===== src/rtl/bpsk_pkg.sv =====
// Shared types and constants for the BPSK bit serializer.
// Holds the FSM state encoding, the default Barker-13 preamble and the counter sizing helper.
package bpsk_pkg;

  typedef enum logic [1:0] {
    ST_IDLE     = 2'd0,
    ST_PREAMBLE = 2'd1,
    ST_DATA     = 2'd2,
    ST_GAP      = 2'd3
  } state_t;

  localparam int          DEFAULT_DATA_WIDTH = 8;
  localparam logic [12:0] BARKER13           = 13'b1111100110101;

  // One counter serves every phase, so it must reach the longest phase length inclusively.
  function automatic int bit_cnt_width(input int dw, input int pl, input int gb);
    int m;
    m = dw;
    if (pl > m) begin
      m = pl;
    end
    if (gb > m) begin
      m = gb;
    end
    return $clog2(m) + 1;
  endfunction

endpackage


===== src/rtl/bpsk_bit_serializer.sv =====
// Frames parallel words as preamble + FRAME_WORDS data words + zero gap and shifts them out
// one bit per en strobe, with a one-word holding register in front of the shift register.
module bpsk_bit_serializer
  import bpsk_pkg::*;
#(
  parameter int          DATA_WIDTH  = DEFAULT_DATA_WIDTH,
  parameter int          FRAME_WORDS = 4,
  parameter int          PRE_LEN     = 13,
  parameter logic [31:0] PREAMBLE    = 32'h00001F35,
  parameter int          GAP_BITS    = 2
) (
  input  logic                  clk,
  input  logic                  rst,
  input  logic                  en,
  input  logic [DATA_WIDTH-1:0] s_data,
  input  logic                  s_valid,
  output logic                  s_ready,
  output logic                  bit_out,
  output logic                  bit_valid,
  output logic                  frame_start,
  output logic                  busy,
  output logic                  underrun
);

  localparam int          CW          = bit_cnt_width(DATA_WIDTH, PRE_LEN, GAP_BITS);
  localparam logic [31:0] PRE_ALIGNED = PREAMBLE << (32 - PRE_LEN);

  state_t                state_r;
  logic [DATA_WIDTH-1:0] hold_r;
  logic [DATA_WIDTH-1:0] shift_r;
  logic                  hold_full_r;
  logic [31:0]           pre_sr_r;
  logic [CW-1:0]         bit_cnt_r;
  logic [7:0]            word_cnt_r;
  logic                  bit_out_r;
  logic                  bit_valid_r;
  logic                  frame_start_r;
  logic                  underrun_r;

  logic pre_done_s;
  logic word_done_s;
  logic last_word_s;
  logic gap_done_s;
  logic need_word_s;
  logic frame_end_s;
  logic start_frame_s;
  logic consume_s;
  logic accept_s;

  // Phase terminal counts and the per-strobe decisions shared by the FSM.
  always_comb begin
    pre_done_s  = (bit_cnt_r == CW'(PRE_LEN - 1));
    word_done_s = (bit_cnt_r == CW'(DATA_WIDTH - 1));
    last_word_s = (word_cnt_r == 8'(FRAME_WORDS));
    gap_done_s  = (bit_cnt_r == CW'(GAP_BITS));
    need_word_s = 1'b0;
    frame_end_s = 1'b0;
    if (en) begin
      case (state_r)
        ST_PREAMBLE: begin
          need_word_s = pre_done_s;
        end
        ST_DATA: begin
          need_word_s = word_done_s && !last_word_s;
          frame_end_s = word_done_s && last_word_s && (GAP_BITS == 0);
        end
        ST_GAP: begin
          frame_end_s = gap_done_s;
        end
        default: begin
          need_word_s = 1'b0;
          frame_end_s = 1'b0;
        end
      endcase
    end else begin
      need_word_s = 1'b0;
      frame_end_s = 1'b0;
    end
    // A frame-ending strobe behaves like an IDLE strobe, so ready data chains with no idle bit.
    start_frame_s = hold_full_r && en && ((state_r == ST_IDLE) || frame_end_s);
    consume_s     = need_word_s && hold_full_r;
    accept_s      = s_valid && !hold_full_r;
  end

  // Handshake, framing FSM and serial datapath.
  always_ff @(posedge clk) begin
    if (rst) begin
      state_r       <= ST_IDLE;
      hold_r        <= {DATA_WIDTH{1'b0}};
      shift_r       <= {DATA_WIDTH{1'b0}};
      hold_full_r   <= 1'b0;
      pre_sr_r      <= 32'd0;
      bit_cnt_r     <= {CW{1'b0}};
      word_cnt_r    <= 8'd0;
      bit_out_r     <= 1'b0;
      bit_valid_r   <= 1'b0;
      frame_start_r <= 1'b0;
      underrun_r    <= 1'b0;
    end else begin
      bit_valid_r   <= 1'b0;
      frame_start_r <= 1'b0;

      if (accept_s) begin
        hold_r      <= s_data;
        hold_full_r <= 1'b1;
      end else if (consume_s) begin
        hold_full_r <= 1'b0;
      end

      if (start_frame_s) begin
        state_r       <= ST_PREAMBLE;
        bit_out_r     <= PRE_ALIGNED[31];
        pre_sr_r      <= PRE_ALIGNED << 1;
        bit_cnt_r     <= {CW{1'b0}};
        word_cnt_r    <= 8'd0;
        bit_valid_r   <= 1'b1;
        frame_start_r <= 1'b1;
      end else if (need_word_s) begin
        bit_valid_r <= 1'b1;
        bit_cnt_r   <= {CW{1'b0}};
        if (hold_full_r) begin
          state_r    <= ST_DATA;
          bit_out_r  <= hold_r[DATA_WIDTH-1];
          shift_r    <= hold_r << 1;
          word_cnt_r <= word_cnt_r + 8'd1;
        end else begin
          // Source fell behind: mark the hole with a zero and close the frame through the gap.
          state_r    <= ST_GAP;
          bit_out_r  <= 1'b0;
          underrun_r <= 1'b1;
          word_cnt_r <= 8'd0;
        end
      end else if (frame_end_s) begin
        state_r    <= ST_IDLE;
        bit_out_r  <= 1'b0;
        bit_cnt_r  <= {CW{1'b0}};
        word_cnt_r <= 8'd0;
      end else if (en) begin
        case (state_r)
          ST_IDLE: begin
            bit_out_r <= 1'b0;
          end
          ST_PREAMBLE: begin
            bit_out_r   <= pre_sr_r[31];
            pre_sr_r    <= pre_sr_r << 1;
            bit_cnt_r   <= bit_cnt_r + CW'(1);
            bit_valid_r <= 1'b1;
          end
          ST_DATA: begin
            bit_valid_r <= 1'b1;
            if (word_done_s) begin
              // Last word finished; the gap counter counts gap bits already sent.
              state_r   <= ST_GAP;
              bit_out_r <= 1'b0;
              bit_cnt_r <= CW'(1);
            end else begin
              bit_out_r <= shift_r[DATA_WIDTH-1];
              shift_r   <= shift_r << 1;
              bit_cnt_r <= bit_cnt_r + CW'(1);
            end
          end
          ST_GAP: begin
            bit_out_r   <= 1'b0;
            bit_cnt_r   <= bit_cnt_r + CW'(1);
            bit_valid_r <= 1'b1;
          end
          default: begin
            state_r <= ST_IDLE;
          end
        endcase
      end
    end
  end

  assign s_ready     = ~hold_full_r;
  assign busy        = (state_r != ST_IDLE);
  assign bit_out     = bit_out_r;
  assign bit_valid   = bit_valid_r;
  assign frame_start = frame_start_r;
  assign underrun    = underrun_r;

endmodule


===== config.mk =====
export PLATFORM = sky130hd
export DESIGN_NAME = bpsk_bit_serializer
export DESIGN_NICKNAME = d
export VERILOG_FILES = /design/src/rtl/bpsk_pkg.sv /design/src/rtl/bpsk_bit_serializer.sv
export SDC_FILE = /design/constraint.sdc
export NUM_CORES = 1
export LEC_CHECK = 0
export CAP_MARGIN = 20
export CELL_PAD_IN_SITES_DETAIL_PLACEMENT = 1
export CELL_PAD_IN_SITES_GLOBAL_PLACEMENT = 2
export CORE_ASPECT_RATIO = 1.25
export CORE_UTILIZATION = 33
export CTS_CLUSTER_DIAMETER = 120
export DETAILED_ROUTE_END_ITERATION = 6
export PLACE_DENSITY = 0.76
export SLEW_MARGIN = 20
export SYNTH_ARGS = -nofsm -noshare
export SYNTH_HDL_FRONTEND = slang
export SYNTH_SLANG_ARGS = --single-unit

===== constraint.sdc =====
create_clock -name clk -period 2.15 [get_ports clk]
set_input_delay 0.5375 -clock clk [delete_from_list [all_inputs] [get_ports clk]]
set_output_delay 0.5375 -clock clk [all_outputs]
set_load 0.02 [all_outputs]

=== Word-level counts from Yosys, hierarchy flattened ===
Index checks and enable logic that the tools add are counted.

* Bitwise logic cells: 4
* $add $sub $neg: 2
* Eq/ne operators: 12
* Reductions and logical operators: 35
* Mux-type cells: 42

{| class="wikitable"
|+ Operator list
! cell !! number
|-
| 32-bit two-way mux || 5
|-
| 8-bit two-way mux || 9
|-
| 1-bit two-way mux || 19
|-
| 2-bit nonzero test || 8
|-
| 4-bit nonzero test || 3
|-
| 2-bit two-way mux || 5
|-
| 5-bit one-hot mux with 2 select lines || 1
|-
| 3-bit AND reduction || 3
|-
| 3-bit nonzero test || 3
|-
| 8-bit by 1-bit adder with 8-bit output, second input constant || 1
|-
| 8-bit by 3-bit equality test with 1-bit output, second input constant || 1
|-
| 4-bit AND reduction || 2
|-
| 2-bit by 1-bit != test with 1-bit output, second input constant || 3
|-
| 6-bit AND reduction || 1
|-
| 2-bit OR reduction || 3
|-
| 5-bit by 1-bit adder with 5-bit output, second input constant || 1
|-
| 5-bit by 2-bit equality test with 1-bit output, second input constant || 1
|-
| 5-bit by 3-bit equality test with 1-bit output, second input constant || 1
|-
| 5-bit by 4-bit equality test with 1-bit output, second input constant || 1
|-
| 1-bit logical AND || 5
|-
| 5-bit two-way mux || 1
|-
| 2-bit equality test, second input constant || 2
|-
| 2-bit != test, second input constant || 2
|-
| 1-bit inverter || 4
|-
| 9 further kinds || 10
|}

* Flip-flop bits (word level): 48
* Bits of input ports: 12
* Word-level logic and storage cells: 108
* Output and inout bits: 6

=== Depth between registers and ports, before layout ===
Gate-level depths: netlist (run 1).

* Word-level depth: 8
* Depth in mapped cells: 9
* Gate-level depth less buffers: 7

=== Least setup slack after synthesis (run 1) ===
No wires, ideal clock.

* Path type: register -> register
* Start: register word_cnt_r[0]
* End: register shift_r[1]
* Arrival time: 1.886 ns
* Buffers on the path: 0
* Period minus slack after synthesis: 2.002 ns
* Library setup time: 0.115 ns
* Stages on the path, launching flop included: 8
* Slack: 0.148 ns
* Data required time: 2.035 ns
* Path through: dfxtp_1 -> inv_1 -> ha_1 -> nor4b_2 -> a311o_2 -> a211oi_4 -> o21ai_4 -> a31o_1

* Word-level cells in the longest chain between the ends: 7
* Elaborated cells on any way between the ends: 12
* Those cells by class: eq/ne: 4; mux: 3; reduce/logical: 5

{| class="wikitable"
|+ RTL lines
! what !! RTL line !! source
|-
| from (decl) || bpsk_bit_serializer.sv:34 || <nowiki>logic [7:0] word_cnt_r;</nowiki>
|-
| from (signal assigned) || bpsk_bit_serializer.sv:125 || <nowiki>word_cnt_r <= word_cnt_r + 8'd1;</nowiki>
|-
| 8-bit by 3-bit equality test with 1-bit output (*) || bpsk_bit_serializer.sv:54 || <nowiki>last_word_s = (word_cnt_r == 8'(FRAME_WORDS));</nowiki>
|-
| 1-bit logical NOT (*) || bpsk_bit_serializer.sv:64 || <nowiki>need_word_s = word_done_s && !last_word_s;</nowiki>
|-
| 1-bit logical AND (*) || bpsk_bit_serializer.sv:64 ||
|-
| 1-bit one-hot mux with 2 select lines (*) || bpsk_bit_serializer.sv:59 || <nowiki>case (state_r)</nowiki>
|-
| 1-bit two-way mux (*) || bpsk_bit_serializer.sv:58 || <nowiki>if (en) begin</nowiki>
|-
| 2-bit != test (no source line) (tied with other cells) || n/a ||
|-
| 6-bit AND reduction (no source line) || n/a ||
|-
| to (signal assigned) || bpsk_bit_serializer.sv:90 || <nowiki>shift_r <= {DATA_WIDTH{1'b0}};</nowiki>
|-
| to (signal assigned) || bpsk_bit_serializer.sv:124 || <nowiki>shift_r <= hold_r << 1;</nowiki>
|-
| to (signal assigned) || bpsk_bit_serializer.sv:158 || <nowiki>shift_r <= shift_r << 1;</nowiki>
|-
| to (decl) || bpsk_bit_serializer.sv:30 || <nowiki>logic [DATA_WIDTH-1:0] shift_r;</nowiki>
|}

Mark *: on every way between the ends. The rest lies on a longest branch, timed or not.
A chain may end at the register's enable or synchronous reset.

=== Worst setup path in the final report (run 1) ===
* Start: register state_r[0]
* End: register shift_r[1]

* Word-level cells in the longest chain between the ends: 7
* Elaborated cells on any way between the ends: 18
* Those cells by class: eq/ne: 6; mux: 5; bitwise: 1; reduce/logical: 6

{| class="wikitable"
|+ RTL lines
! what !! RTL line !! source
|-
| from (decl) || bpsk_bit_serializer.sv:28 || <nowiki>state_t state_r;</nowiki>
|-
| from (signal assigned) || bpsk_bit_serializer.sv:88 || <nowiki>state_r <= ST_IDLE;</nowiki>
|-
| from (signal assigned) || bpsk_bit_serializer.sv:111 || <nowiki>state_r <= ST_PREAMBLE;</nowiki>
|-
| from (signal assigned) || bpsk_bit_serializer.sv:122 || <nowiki>state_r <= ST_DATA;</nowiki>
|-
| parallel branches: the longest is 7 deep, another holds 6-bit AND reduction || n/a ||
|}

Several ways; the timed one is not identified.

==> results of run 1 <==
## metrics by stage
| stage | setup WS (ps) | cells | utilization | power (mW) | instance area [um2] |
|---|---|---|---|---|---|
| CTS | 0.746 | 413 | 0.447 | 1.84 | 3120 |
| floorplan | 148 | 259 | - | 1.03 | 2370 |
| finish | 47.8 | 414 | 0.453 | 1.82 | 3160 |
| detailed placement | -443 | 403 | 0.426 | 1.15 | 2970 |
| global placement | -375 | 403 | 0.426 | 1.14 | 2970 |
| global route | -58.3 | 414 | 0.453 | 1.90 | 3160 |
## state kept, by name, indices dropped and copies added (netlist names)
register     flops
hold_full_r      1
shift_r          7
underrun         1
bit_cnt_r        5
bit_valid        1
word_cnt_r       8
frame_start      1
state_r          2
hold_r           8
pre_sr_r        12
bit_out          1
## synth_stat cells, drive strengths merged, types with 2 or more instances
library cell,instances
o22ai,3
clkbuf,7
a21oi,14
xnor2,3
nand2,14
buf,6
nand4,2
nand3b,3
nand3,15
xor2,2
or2,2
o21ai,17
a31oi,8
nor3b,6
mux2i,14
o221a,7
inv,15
dfxtp,47
o41ai,2
a211oi,6
nor3,4
ha,11
o21a,7
and3,5
nor2,24
## what timing repair did
action                     in CTS  in global routing
resized for setup               6                 11
pin swaps                       4                  3
setup buffers                   2                  1
setup endpoints to repair      21                 29
hold endpoints to repair        0                  0
## cells in the final DEF, fill, tap and decap left out, types with 6 or more instances in the layout
cell,instances
a21oi_1,12
o21a_1,7
dfxtp_1,44
nor2_1,23
a31oi_1,7
ha_1,10
inv_1,14
o21ai_0,14
nand3_1,14
nor3b_1,6
buf_4,52
o221a_2,7
nand2_1,14
mux2i_1,14
clkbuf_8,6
clkdlybuf4s50_1,15
## logic make-up after synthesis
kind of cell    count (synthesis)
simple gates                   83
compound gates                 71
flops                          47
buf+inv                        28
mux                            14
fa+ha+maj                      11
xor+xnor                        5
## final timing paths
path / start / endpoint / slack (ps)
worst min-delay path: shift_r[6] / shift_r[6] / 460
worst max-delay path: state_r[0] / shift_r[1] / 50
worst max register to register: state_r[0] / shift_r[1] / 50
worst min register to register: shift_r[6] / shift_r[6] / 460
## metal layers
| layer | global-route usage | wire, um |
|---|---|---|
| met1 | 0.202 | 2670 |
| met2 | 0.351 | 3450 |
| met3 | 0.0302 | 118 |
| met4 | 0.0929 | 206 |
| met5 | 0 | 0 |
## area by class of cell
class                      instances  area [um2]  area share
clock inverter                     2        35.0      0.0111
timing repair buffer              70         578       0.183
multi-input combinational        184        1350       0.428
sequential                        47         945       0.299
inverter                          15        56.3      0.0178
clock buffer                       6        82.6      0.0261
tap                               90         113      0.0356
## worst min-delay path, delay by kind of cell (launching register included)
family | cells | cell delay (ps)
and+or+nand+nor | 1 | 50
muxes | 1 | 60
DFF | 1 | 310
## power groups by stage
stage / combinational, mW / sequential [mW] / clock [mW]
2_1_floorplan: 0.0974 / 0.937 / 0
3_3_place_gp: 0.204 / 0.938 / 0
3_5_place_dp: 0.208 / 0.939 / 0
4_1_cts: 0.211 / 0.919 / 0.715
5_1_grt: 0.229 / 0.923 / 0.747
6_report: 0.208 / 0.919 / 0.689
==> results.ini, run 1 <==
[status]
outcome=complete, no violations

[synth]
synthSimpleGateAreaFrac=0.189
synth_top_area_frac=0.396
avgSynthCellArea_um2=9.17
synth-edff-count=0
synthAdderAreaFrac=0.0580
yosysWarnings=0
synth_compound_gate_area_share=0.223
synth_area_leaders=dfxtp_1, mux2i_1, ha_1
synthXorXnorAreaFrac=0.0184
synth_top_area_cell=dfxtp_1
ys_async_sr_fraction=0
syn_nets=282
synthFlopType=dfxtp_1
syn-cell-area_um2=2370
synth_top_family_by_area=compound AO/OA/AOI/OAI gates
postSynthCellCount=259
synthDistinctLibCells=48
seq_area_frac_synth=0.396
muxShareOfSynthArea=0.0590
synth-seq-cells=47

[clocking]
hold_buffers=0
clkTransAtPathRegs_ps=100
clkLatencyLatePin_ps=310
cts.sinks=47
clock_path_buffers=2
cts_root_buf=clkbuf_8
htree_levels=2
cts_tree=built
cts_made_buffers=5

[power_and_ir_drop]
power_switching_uw=431
power.density_nw_per_um2=574
p_leak_nw=1.26
clockPowerShare=0.379
combPwrFrac=0.114
p_int_mw=1.38
irDropWorstVdd_mv=0.283
swShare=0.237
power.share.sequential=0.506

[floorplanning]
start_util=0.340
rows=34
die_area_um2=7540
dieWidth_um=77.9
die_y_um=96.8
coreArea_um2=6980
ioPinCount=18

[global_routing]
grt_usage=0.189
grt_overflow=0
grt_pass1_vias=2331
grt_pass1_wl_um=11100
antenna_found_initial=0
grt_max_degree=15

[timing]
finalHoldViolCount=0
finalCritPeriodShare=0.978
finalCriticalPeriod_ps=2100
fmaxAchievable_mhz=476
tightest_slew_ps=377
finalSetupViolCount=0
rsz0062_at_grt=true
whs_ps=461
tns_ps=0
maxSlewViolCount=0
finClkSkew_ps=16.8
relSlewSlack=0.745

[layout]
nets=346
n_fill_cell=831
layout-drive-gt1-share=0.281
antenna_cells=0
area_growth_pct=33.1

[route]
wl_um=6450
dr_total_vias=2100
routed_wire_length_per_instance_um=15.6
vias_per_cell=5.07
dr.first_iter.drc_count=59
antenna_left=0
drc=0
dr.pass1.iters=4

[place]
hpwl_um=4860
place_congestion=0.782
io_buffers=17

[worst_setup_path]
crit_chain=inv_1, ha_1, inv_1, a311o_2, a211oi_4, buf_4, o21ai_4, a31o_1
critPathMaxFanout=7
cp.depth=8
reg2regPathDepth=8
crit_slowest_cell=a311o_2
end_kind=flop
crit_arrival_ps=2320
crit_type=flop to flop
cp.required_ps=2370
critical_path.startpoint_type=flop
crit_top_cell=inv_1
critPathMaxStageDelay_ps=420
crit_buf_inv=3
critPathTopFamily=compound AO/OA/AOI/OAI gates

[hold_path]
hold_path.class=flop to flop
holdPathStages=2

[run]
drv_cap=0

Note: power is estimated with default switching activity, not from simulation.
==> inputs of run 2 (changes only) <==
--- a/config.mk
+++ b/config.mk
@@ -5,6 +5,7 @@
 export SDC_FILE = /design/constraint.sdc
 export NUM_CORES = 1
 export LEC_CHECK = 0
+export ABC_CLOCK_PERIOD_IN_PS = 2150
 export CAP_MARGIN = 20
 export CELL_PAD_IN_SITES_DETAIL_PLACEMENT = 1
 export CELL_PAD_IN_SITES_GLOBAL_PLACEMENT = 2
@@ -13,6 +14,7 @@
 export CTS_CLUSTER_DIAMETER = 120
 export DETAILED_ROUTE_END_ITERATION = 6
 export PLACE_DENSITY = 0.76
+export RECOVER_POWER = 50
 export SLEW_MARGIN = 20
 export SYNTH_ARGS = -nofsm -noshare
 export SYNTH_HDL_FRONTEND = slang
==> run 2 against run 1 <==
Against the previous run: clock skew unchanged; first-iteration DRC count down 1.7%; die area unchanged; largest cell class unchanged.
==> results.ini, run 2 (synthesis gave the netlist of run 1 again) <==
[place]
place_congestion=0.782  ; unchanged
io_buffers=17  ; unchanged
hpwl_um=4860  ; unchanged

[layout]
top_regs=pre_sr_r x12, hold_r x8, word_cnt_r x8  ; unchanged
final_common_cell=buf_4  ; unchanged
largest_register_ff_count=12  ; unchanged
n_fill_cell=833  ; was 831
layout-drive-gt1-share=0.278  ; was 0.281
nets=346  ; unchanged
antenna_cells=0  ; unchanged
final_cell_mix=buf_4, dfxtp_1, nor2_1  ; unchanged
top_register=pre_sr_r  ; unchanged
area_growth_pct=32.9  ; was 33.1%

[power_and_ir_drop]
swShare=0.238  ; was 0.237
p_leak_nw=1.27  ; was 1.26 nW
power_switching_uw=431  ; about the same
power_mw=1.81  ; was 1.82 mW
clockPowerShare=0.380  ; was 0.379
combPwrFrac=0.113  ; was 0.114
power.share.sequential=0.507  ; was 0.506
irDropWorstVdd_mv=0.283  ; about the same
p_int_mw=1.38  ; about the same
power.density_nw_per_um2=574  ; about the same

[global_routing]
antenna_found_initial=0  ; unchanged
grt_pass1_wl_um=11100  ; unchanged
grt_usage=0.189  ; unchanged
grt.busiest_layer=met2  ; unchanged
grtUsageMet2=0.351  ; unchanged
met1_usage=0.202  ; unchanged
grt_overflow=0  ; unchanged
grt_max_degree=15  ; unchanged
grt_pass1_vias=2331  ; unchanged
met3_usage=0.0302  ; unchanged

[worst_setup_path]
critical_path.startpoint_type=flop  ; unchanged
cp.required_ps=2370  ; about the same
end_kind=flop  ; unchanged
crit_arrival_ps=2320  ; about the same
critPathMaxFanout=7  ; unchanged
crit_type=flop to flop  ; unchanged

[timing]
finalHoldViolCount=0  ; unchanged
finClkSkew_ps=16.8  ; unchanged
maxSlewViolCount=0  ; unchanged
finalSetupViolCount=0  ; unchanged
finalCritPeriodShare=0.978  ; unchanged
finalCriticalPeriod_ps=2100  ; unchanged
relSlewSlack=0.623  ; was 0.745
rsz0062_at_grt=true  ; unchanged
tightest_slew_ps=566  ; was 377 ps
fmaxAchievable_mhz=476  ; unchanged
whs_ps=461  ; unchanged

[clocking]
cts.sinks=47  ; unchanged
htree_levels=2  ; unchanged
cts_made_buffers=5  ; unchanged
cts_tree=built  ; unchanged
clkLatencyLatePin_ps=310  ; about the same
clock_path_buffers=2  ; unchanged
clkTransAtPathRegs_ps=100  ; about the same
cts_root_buf=clkbuf_8  ; unchanged

[status]
outcome=complete, no violations  ; unchanged

[route]
drc=0  ; unchanged
routed_wire_length_per_instance_um=15.6  ; about the same
dr.first_iter.drc_count=58  ; was 59
antenna_left=0  ; unchanged
vias_per_cell=5.07  ; unchanged
dr.pass1.iters=4  ; unchanged
dr_total_vias=2100  ; unchanged
wl_um=6440  ; was 6450 um

[floorplanning]
start_util=0.340  ; unchanged
coreArea_um2=6980  ; unchanged
dieWidth_um=77.9  ; unchanged
ioPinCount=18  ; unchanged
die_area_um2=7540  ; unchanged
rows=34  ; unchanged
die_y_um=96.8  ; unchanged

[run]
drv_cap=0  ; unchanged

[hold_path]
hold_path.class=flop to flop  ; unchanged

run 2: critical path: stages, from the launching register on:
cell      delay (ps)
dfxtp_1          340
inv_1            120
ha_1             210
inv_1             80
a311o_2          420
a211oi_4         310
buf_4            180
o21ai_4          100
a31o_1           240
run 2: final cells by class:
class	instances	area [um2]	area share
sequential	47	945	0.299
multi-input combinational	184	1350	0.428
tap	90	113	0.0357
inverter	15	56.3	0.0178
timing repair buffer	70	574	0.182
clock buffer	6	82.6	0.0262
clock inverter	2	35.0	0.0111
run 2: power groups by stage:
stage	sequential, mW	combinational, mW	clock (mW)
2_1_floorplan	0.937	0.0974	0
3_3_place_gp	0.938	0.204	0
3_5_place_dp	0.939	0.208	0
4_1_cts	0.919	0.211	0.715
5_1_grt	0.923	0.227	0.747
6_report	0.919	0.205	0.689
run 2: path summary, 6_finish.rpt:
check,startpoint,endpoint,slack [ps],depth (start not counted)
setup reg to reg,state_r[0],shift_r[1],50,8
hold reg to reg,shift_r[6],shift_r[6],460,2
hold / removal,shift_r[6],shift_r[6],460,2
setup / recovery,state_r[0],shift_r[1],50,8
run 2: layer usage:
metal  up-vias  part of all wire
met5         -                 0
met4         0             0.032
met3        13             0.018
met2        19              0.53
met1      1004              0.41
li1       1064                 -
run 2: what timing repair did:
action,CTS,global route
gates resized for setup,6,11
endpoints found under the setup margin,21,29
hold buffers,0,0
pin swaps,4,3
buffers inserted,2,1
run 2: metrics by stage:
step / setup TNS [ps] / area [um2] / util / worst slack [ps] / instances
global route: -391 / 3160 / 0.452 / -58.3 / 414
floorplan: 0 / 2370 / - / 148 / 259
detailed placement: -11600 / 2970 / 0.426 / -443 / 403
global placement: -9830 / 2970 / 0.426 / -375 / 403
CTS: 0 / 3120 / 0.447 / 0.746 / 413
finish: 0 / 3160 / 0.452 / 47.8 / 414
